## config.mk

```make
export PLATFORM = sky130hd
export DESIGN_NAME = rv_mem_arbiter
export DESIGN_NICKNAME = d
export VERILOG_FILES = /design/src/rtl/rv_mem_arbiter.sv
export SDC_FILE = /design/constraint.sdc
export NUM_CORES = 1
export LEC_CHECK = 0
export ABC_AREA = 1
export BUFFER_PORTS_ARGS = -buffer_cell sky130_fd_sc_hd__clkbuf_2
export CAP_MARGIN = 20
export CELL_PAD_IN_SITES_DETAIL_PLACEMENT = 1
export CELL_PAD_IN_SITES_GLOBAL_PLACEMENT = 1
export CORE_MARGIN = 8
export CORE_UTILIZATION = 26
export DETAILED_ROUTE_END_ITERATION = 16
export GPL_TIMING_DRIVEN = 0
export PLACE_DENSITY_LB_ADDON = 0.1
export SETUP_SLACK_MARGIN = 0.02
export SYNTH_ARGS = -nofsm -noshare
export SYNTH_HDL_FRONTEND = slang
export SYNTH_SLANG_ARGS = --single-unit
export TNS_END_PERCENT = 5
```

## constraint.sdc

```tcl
create_clock -name i_clk -period 1.46 [get_ports i_clk]
set_input_delay 0.073 -clock i_clk [delete_from_list [all_inputs] [get_ports i_clk]]
set_output_delay 0.073 -clock i_clk [all_outputs]
set_load 0.05 [all_outputs]
```

## src/rtl/rv_mem_arbiter.sv

```systemverilog
// rv_mem_arbiter: shares one Wishbone-style memory port between instruction
// fetch (I) and load/store (D).
//  - Fixed D-over-I priority from IDLE.
//  - Zero-bubble hand-over to the other requester on completion. Because of
//    this, a pending fetch is always served after a data transfer.
//  - Bus outputs are registered; requester acks and read data pass through
//    combinationally from the bus.
// Optional feature macro: RV_ARB_TIMEOUT_EN. When it is defined, a transfer
// that gets no bus ack within TIMEOUT_CYC cycles is aborted with o_err.
module rv_mem_arbiter #(
  parameter int ADDR_W      = 32,
  parameter int DATA_W      = 32,
  parameter int TIMEOUT_CYC = 255
) (
  input  logic                i_clk,
  input  logic                i_reset_n,
  input  logic                i_ib_req,
  input  logic [ADDR_W-1:0]   i_ib_adr,
  output logic                o_ib_ack,
  output logic [DATA_W-1:0]   o_ib_dat,
  input  logic                i_db_req,
  input  logic                i_db_we,
  input  logic [ADDR_W-1:0]   i_db_adr,
  input  logic [DATA_W/8-1:0] i_db_sel,
  input  logic [DATA_W-1:0]   i_db_dat,
  output logic                o_db_ack,
  output logic [DATA_W-1:0]   o_db_dat,
  output logic                o_err,
  output logic                o_wb_cyc,
  output logic                o_wb_stb,
  output logic                o_wb_we,
  output logic [ADDR_W-1:0]   o_wb_adr,
  output logic [DATA_W/8-1:0] o_wb_sel,
  output logic [DATA_W-1:0]   o_wb_dat,
  input  logic                i_wb_ack,
  input  logic [DATA_W-1:0]   i_wb_dat
);

  localparam int SEL_W = DATA_W / 8;

  typedef enum logic [1:0] {S_IDLE, S_BUS_I, S_BUS_D} state_t;

  state_t              r_state, w_next;
  logic                r_cyc, r_we;
  logic [ADDR_W-1:0]   r_adr;
  logic [SEL_W-1:0]    r_sel;
  logic [DATA_W-1:0]   r_dat;

  logic                w_timeout, w_done, w_grant_i, w_grant_d;
  logic                w_ib_ack, w_db_ack, w_err;
  logic [DATA_W-1:0]   w_ib_dat, w_db_dat;

`ifdef RV_ARB_TIMEOUT_EN
  localparam int CNT_W = $clog2(TIMEOUT_CYC + 1);
  logic [CNT_W-1:0] r_cnt;

  // A stalled slave is abandoned once the cycle count hits the limit.
  // A real ack arriving in that same cycle still wins over the abort.
  assign w_timeout = (r_state != S_IDLE) && !i_wb_ack &&
                     (r_cnt == CNT_W'(TIMEOUT_CYC));

  // Cycles spent in the current bus transfer; restarts on every grant.
  always_ff @(posedge i_clk or negedge i_reset_n) begin
    if (!i_reset_n)                  r_cnt <= '0;
    else if (w_grant_i || w_grant_d) r_cnt <= '0;
    else if (r_state != S_IDLE)      r_cnt <= r_cnt + CNT_W'(1);
  end
`else
  assign w_timeout = 1'b0;
`endif

  // Next-state and requester responses: finish the current owner, then
  // hand the bus straight to the other side if it is waiting.
  always_comb begin
    w_next    = r_state;
    w_grant_i = 1'b0;
    w_grant_d = 1'b0;
    w_ib_ack  = 1'b0;
    w_db_ack  = 1'b0;
    w_ib_dat  = '0;
    w_db_dat  = '0;
    w_done    = (r_state != S_IDLE) && (i_wb_ack || w_timeout);
    w_err     = w_done && !i_wb_ack;
    case (r_state)
      S_IDLE: begin
        if (i_db_req)      w_grant_d = 1'b1;
        else if (i_ib_req) w_grant_i = 1'b1;
      end
      S_BUS_I: begin
        if (w_done) begin
          w_ib_ack = 1'b1;
          w_ib_dat = i_wb_ack ? i_wb_dat : '0;
          if (i_db_req) w_grant_d = 1'b1;
          else          w_next    = S_IDLE;
        end
      end
      S_BUS_D: begin
        if (w_done) begin
          w_db_ack = 1'b1;
          w_db_dat = i_wb_ack ? i_wb_dat : '0;
          if (i_ib_req) w_grant_i = 1'b1;
          else          w_next    = S_IDLE;
        end
      end
      default: w_next = S_IDLE;
    endcase
    if (w_grant_d) w_next = S_BUS_D;
    if (w_grant_i) w_next = S_BUS_I;
  end

  // State and registered bus outputs.
  // Address and controls are captured only on a grant edge.
  always_ff @(posedge i_clk or negedge i_reset_n) begin
    if (!i_reset_n) begin
      r_state <= S_IDLE;
      r_cyc   <= 1'b0;
      r_we    <= 1'b0;
      r_adr   <= '0;
      r_sel   <= '0;
      r_dat   <= '0;
    end else begin
      r_state <= w_next;
      r_cyc   <= (w_next != S_IDLE);
      if (w_grant_d) begin
        r_we  <= i_db_we;
        r_adr <= i_db_adr;
        r_sel <= i_db_sel;
        r_dat <= i_db_dat;
      end else if (w_grant_i) begin
        // Fetch is always a full-word read.
        r_we  <= 1'b0;
        r_adr <= i_ib_adr;
        r_sel <= '1;
        r_dat <= '0;
      end else if (w_next == S_IDLE) begin
        r_we  <= 1'b0;
      end
    end
  end

  assign o_wb_cyc = r_cyc;
  assign o_wb_stb = r_cyc;
  assign o_wb_we  = r_we;
  assign o_wb_adr = r_adr;
  assign o_wb_sel = r_sel;
  assign o_wb_dat = r_dat;
  assign o_ib_ack = w_ib_ack;
  assign o_ib_dat = w_ib_dat;
  assign o_db_ack = w_db_ack;
  assign o_db_dat = w_db_dat;
`ifdef RV_ARB_TIMEOUT_EN
  assign o_err    = w_err;
`else
  assign o_err    = 1'b0;
`endif

endmodule
```

; Word-level counts from Yosys, hierarchy flattened
; Cells that the tools add are included.
[op_classes]
reduce_logical = 7
muxes = 30
n_eq_ne = 2
[op_table]
columns = cell, n
row1 = 32-bit two-way mux, 8
row2 = 2-bit two-way mux, 6
row3 = 1-bit two-way mux, 11
row4 = 4-bit two-way mux, 2
row5 = 2-bit case mux with 3 select lines, 1
row6 = 2-bit nonzero test, 3
row7 = 2-bit logical NOT, 2
row8 = 1-bit case mux with 2 select lines, 2
row9 = 3-bit nonzero test, 1
row10 = "2-bit by 1-bit equality test with 1-bit output, second input constant", 1
row11 = "2-bit equality test, second input constant", 1
row12 = 1-bit logical AND, 1
[word_totals]
regBits = 72
word_cells = 45
inputBits = 138
out_inout_bits = 138

; Longest topological paths before layout
[logic_depth]
depth_word = 10
mapped_depth = 10
mapped_depth_nobuf = 8

; Worst setup path before layout
; No wires, ideal clock.
[synth_timing]
path_kind = register to output
start = register r_state[0]
end = output o_ib_dat[10]
path_slack_ns = -0.623
stages_incl_launch_ff = 8
path_buffers = 1
required_ns = 1.387
arrival_ns = 2.010
cell_sequence = dfrtp_1 -> inv_2 -> nor2_1 -> inv_2 -> nor2_2 -> inv_2 -> buf_2 -> nor2_1
[synth_via]
elab_chain_len = 4
elab_cells_between_ends = 5
classes_between = eq/ne: 1 / mux: 2 / reduce/logical: 2
[synth_lines]
columns = item, line
row1 = "start, declared", 43  ; state_t r_state, w_next;
row2 = "start signal, assigned", 122  ; r_state <= w_next;
row3 = 2-bit nonzero test, 82  ; w_done = (r_state != S_IDLE) && (i_wb_ack || w_timeout);
row4 = 1-bit logical AND, 82
row5 = 32-bit two-way mux, 90  ; if (w_done) begin
row6 = 32-bit two-way mux (*), 84  ; case (r_state)
row7 = "end, declared", 20  ; output logic [DATA_W-1:0] o_ib_dat,
; Mark *: on every way between the ends. The rest lies on a longest branch, timed or not.

; Worst setup path after layout
[layout_timing]
start = register r_state[0]
end = output o_db_dat[23]
[layout_via]
elab_chain_len = 4
elab_cells_between_ends = 5
classes_between = eq/ne: 1 / mux: 2 / reduce/logical: 2
[layout_lines]
columns = item, line
row1 = 2-bit nonzero test, 82
row2 = 1-bit logical AND, 82
row3 = 32-bit two-way mux, 98  ; if (w_done) begin
row4 = 32-bit two-way mux (*), 84
row5 = "end, declared", 27  ; output logic [DATA_W-1:0] o_db_dat,
; Marks and branches as above.

==> flow_summary.json <==
{
  "switchingPower_mw": 9.24,
  "timing.final.ws_setup_ns": -0.198,
  "first_global_vias": 5376,
  "slowest_delay_ns": 0.38,
  "cts_max_level": 3,
  "cp.arrival_ns": 1.58,
  "leakage_nw": 4.27,
  "crit_fanout": 10,
  "io_buffer_count": 274,
  "hpwl_um": 13700,
  "dieWidth_um": 136,
  "required_ns": 1.39,
  "crit_top_cell": "buf_12",
  "ant_nets": 0,
  "vias": 4971,
  "path_depth": 7,
  "dr.pass1.iters": 4,
  "ys_warn_count": 0,
  "numCtsBuffers": 9,
  "vias_per_cell": 4.59,
  "place.gp.congestion": 0.805,
  "internal_power_mw": 7.72,
  "placed_area_mm2": 0.00565,
  "hold_depth": 5,
  "switching_share": 0.545,
  "root_buffer": "clkbuf_16",
  "wirelength_um": 21300,
  "die_area_mm2": 0.0185,
  "post-route-drc-count": 0,
  "drt-initial-drc-count": 151,
  "finalSetupViolations": 134,
  "grt-ovfl-total": 0,
  "syn2layout_area_growth_pct": 109,
  "antennaDiodeCount": 0,
  "setup.worst_path.start_class": "register",
  "rsz0062_at_grt": "true",
  "ir_drop_uv": 1200,
  "power_density_mw_per_mm2": 2160,
  "crit_family": "buffers and inverters",
  "clock_sinks": 72,
  "fmax_mhz": 603,
  "period_share": 1.14,
  "final_area_mm2": 0.00784,
  "antenna_found_initial": 0,
  "design.core.area_mm2": 0.0143,
  "pre_cts_slack_ns": -0.0696,
  "boundaryPins": 276,
  "endpoint_kind": "output port",
  "multi_input_area_mm2": 0.00211,
  "seq_area_mm2": 0.00180,
  "period_minus_slack_ns": 1.66,
  "n_fill_cell": 1718,
  "combPwrFrac": 0.657,
  "clkLatencyLatePin_ns": 0.33,
  "yosysSeqAreaShare": 0.480,
  "crit_chain": "inv_2 > buf_6 > nand3_4 > buf_12 > buf_12 > nor2_4 > buf_8",
  "violations": "negative setup slack",
  "critPathSlowestCell": "dfrtp_1",
  "grtUsageTotal": 0.204,
  "path_class": "register to output port",
  "fin_nets": 1031,
  "power_frac_seq": 0.211,
  "pwr-share-clk": 0.132,
  "dieHeight_um": 136,
  "maxCapViolations": 0,
  "avgSynthCellArea_um2": 6.90,
  "hold_viol_final": 0,
  "finalMaxSlewViolations": 0,
  "initial_core_util": 0.262,
  "worstRegToRegCells": 10,
  "wl_per_cell_um": 19.7,
  "synth.net_count": 682,
  "layout-drive-gt1-share": 0.486,
  "yosys.cell_types.count": 16,
  "grt_pass1_wl_um": 29500,
  "ys_ff_latch": 72,
  "min_path_type": "input port to register",
  "skew_ns": 0.00586,
  "grt_max_degree": 48,
  "outcome": "finished, violations left",
  "clk_pin_slew_ns": 0.06,
  "cts_max_path_buffers": 2,
  "cts_tree": "built",
  "row_count": 44,
  "synthCells": 544,
  "synth_area_mm2": 0.00375,
  "whs_ns": 0.0282,
  "worst-path-buf-inv": 5
}
through the flow:
| stage | std cells | setup TNS, ns | power (mW) | utilization |
|---|---|---|---|---|
| 4_1_cts | 1067 | -17.59 | 16.0 | 0.507 |
| 2_1_floorplan | 544 | -5.65 | 10.2 | - |
| 3_5_place_dp | 1003 | -2.64 | 12.8 | 0.395 |
| 6_report | 1082 | -18.71 | 17.0 | 0.548 |
| 3_3_place_gp | 1002 | -27.48 | 12.6 | 0.393 |
| 5_1_grt | 1082 | -28.85 | 17.9 | 0.548 |
power groups by stage:
stage	Clock [mW]	Combinational, mW	Sequential [mW]
6_report	2.24	11.1	3.58
5_1_grt	2.38	11.8	3.70
4_1_cts	2.31	10.2	3.57
3_5_place_dp	0	9.14	3.62
3_3_place_gp	0	9.00	3.56
2_1_floorplan	0	3.30	6.90
cell usage after synthesis:
| cell type | n | share of area |
|---|---|---|
| buf_4 | 7 | 0.014 |
| inv_1 | 37 | 0.037 |
| nand3_1 | 65 | 0.087 |
| nand2_2 | 1 | 0.0017 |
| dfrtp_1 | 72 | 0.48 |
| inv_2 | 6 | 0.0060 |
| clkinv_1 | 1 | 0.0010 |
| nor2_2 | 1 | 0.0017 |
| conb_1 | 1 | 0.0010 |
| nor2_1 | 83 | 0.083 |
| clkbuf_1 | 4 | 0.0040 |
| nand3_2 | 2 | 0.0053 |
| nand4_1 | 1 | 0.0017 |
| buf_2 | 22 | 0.029 |
| nand2_1 | 238 | 0.24 |
| buf_6 | 3 | 0.0090 |
worst paths after layout:
kind / startpoint / endpoint / slack [ns]
worst max register to register: r_state[1]$_DFF_PN0_ / o_wb_adr[8]$_DFFE_PN0P_ / -0.19
worst min-delay path: i_db_adr[2] / o_wb_adr[2]$_DFFE_PN0P_ / 0.03
max in group asynchronous: i_reset_n / o_wb_dat[25]$_DFFE_PN0P_ / 0.65
worst max-delay path: r_state[0]$_DFF_PN0_ / o_db_dat[23] / -0.20
worst min register to register: o_wb_dat[27]$_DFFE_PN0P_ / o_wb_dat[27]$_DFFE_PN0P_ / 0.50
min in group asynchronous: i_reset_n / o_wb_adr[18]$_DFFE_PN0P_ / 0.24
worst reg2reg max path: stages (launching register included):
cell and delay (ns):
dfrtp_2 0.43, buf_4 0.15, buf_4 0.14, nor2_4 0.12, nand2_4 0.11, buf_8 0.17, clkbuf_16 0.16, nand2_1 0.07
nand2_1 0.08, nand2_1 0.07, nand2_1 0.05
cells in the final DEF (no fill, tap or decap), types with 14 or more instances in the layout:
cell type / netlist / routed
nand3_1: 65 / 63
dfrtp_1: 72 / 71
nor2_4: 0 / 66
buf_8: 0 / 75
dlygate4sd3_1: 0 / 38
clkbuf_16: 0 / 14
inv_1: 37 / 35
nor2_1: 83 / 17
buf_4: 7 / 22
clkbuf_2: 0 / 207
nand2_1: 238 / 235
area by class of cell:
| class | instances | share of cell area |
|---|---|---|
| clock inverter | 5 | 0.00718 |
| timing repair buffer | 338 | 0.356 |
| sequential | 72 | 0.230 |
| multi-input combinational | 392 | 0.269 |
| buffer | 36 | 0.0556 |
| tap | 184 | 0.0294 |
| inverter | 44 | 0.0220 |
| clock buffer | 11 | 0.0310 |
sequential cells by signal (all words and copies together) (netlist names):
| name | flops |
|---|---|
| r_state | 2 |
| o_wb_we | 1 |
| o_wb_cyc | 1 |
| o_wb_adr | 32 |
| o_wb_dat | 32 |
| o_wb_sel | 4 |
timing repair:
action / 4_1_cts / 5_1_grt
gates cloned: 3 / 3
hold endpoints to repair: 62 / 0
pin swaps: 3 / 11
endpoints found under the setup margin: 129 / 138
hold buffers: 38 / 0
resized for setup: 201 / 150
buffers inserted: 7 / 12
metal layers:
layer	GRT usage	routed length (um)
met5	0	0
met4	0.0519	519
met3	0.0540	1520
met2	0.377	11500
met1	0.226	7730
cell families (layout without fill, tap and decap cells):
family	Yosys count	after routing	synth area share
buffers and inverters	80	434	0.100
and+or+nand+nor	391	391	0.418
DFF	72	72	0.480
other	1	1	0.00100
Power figures use the tool's default switching activity.
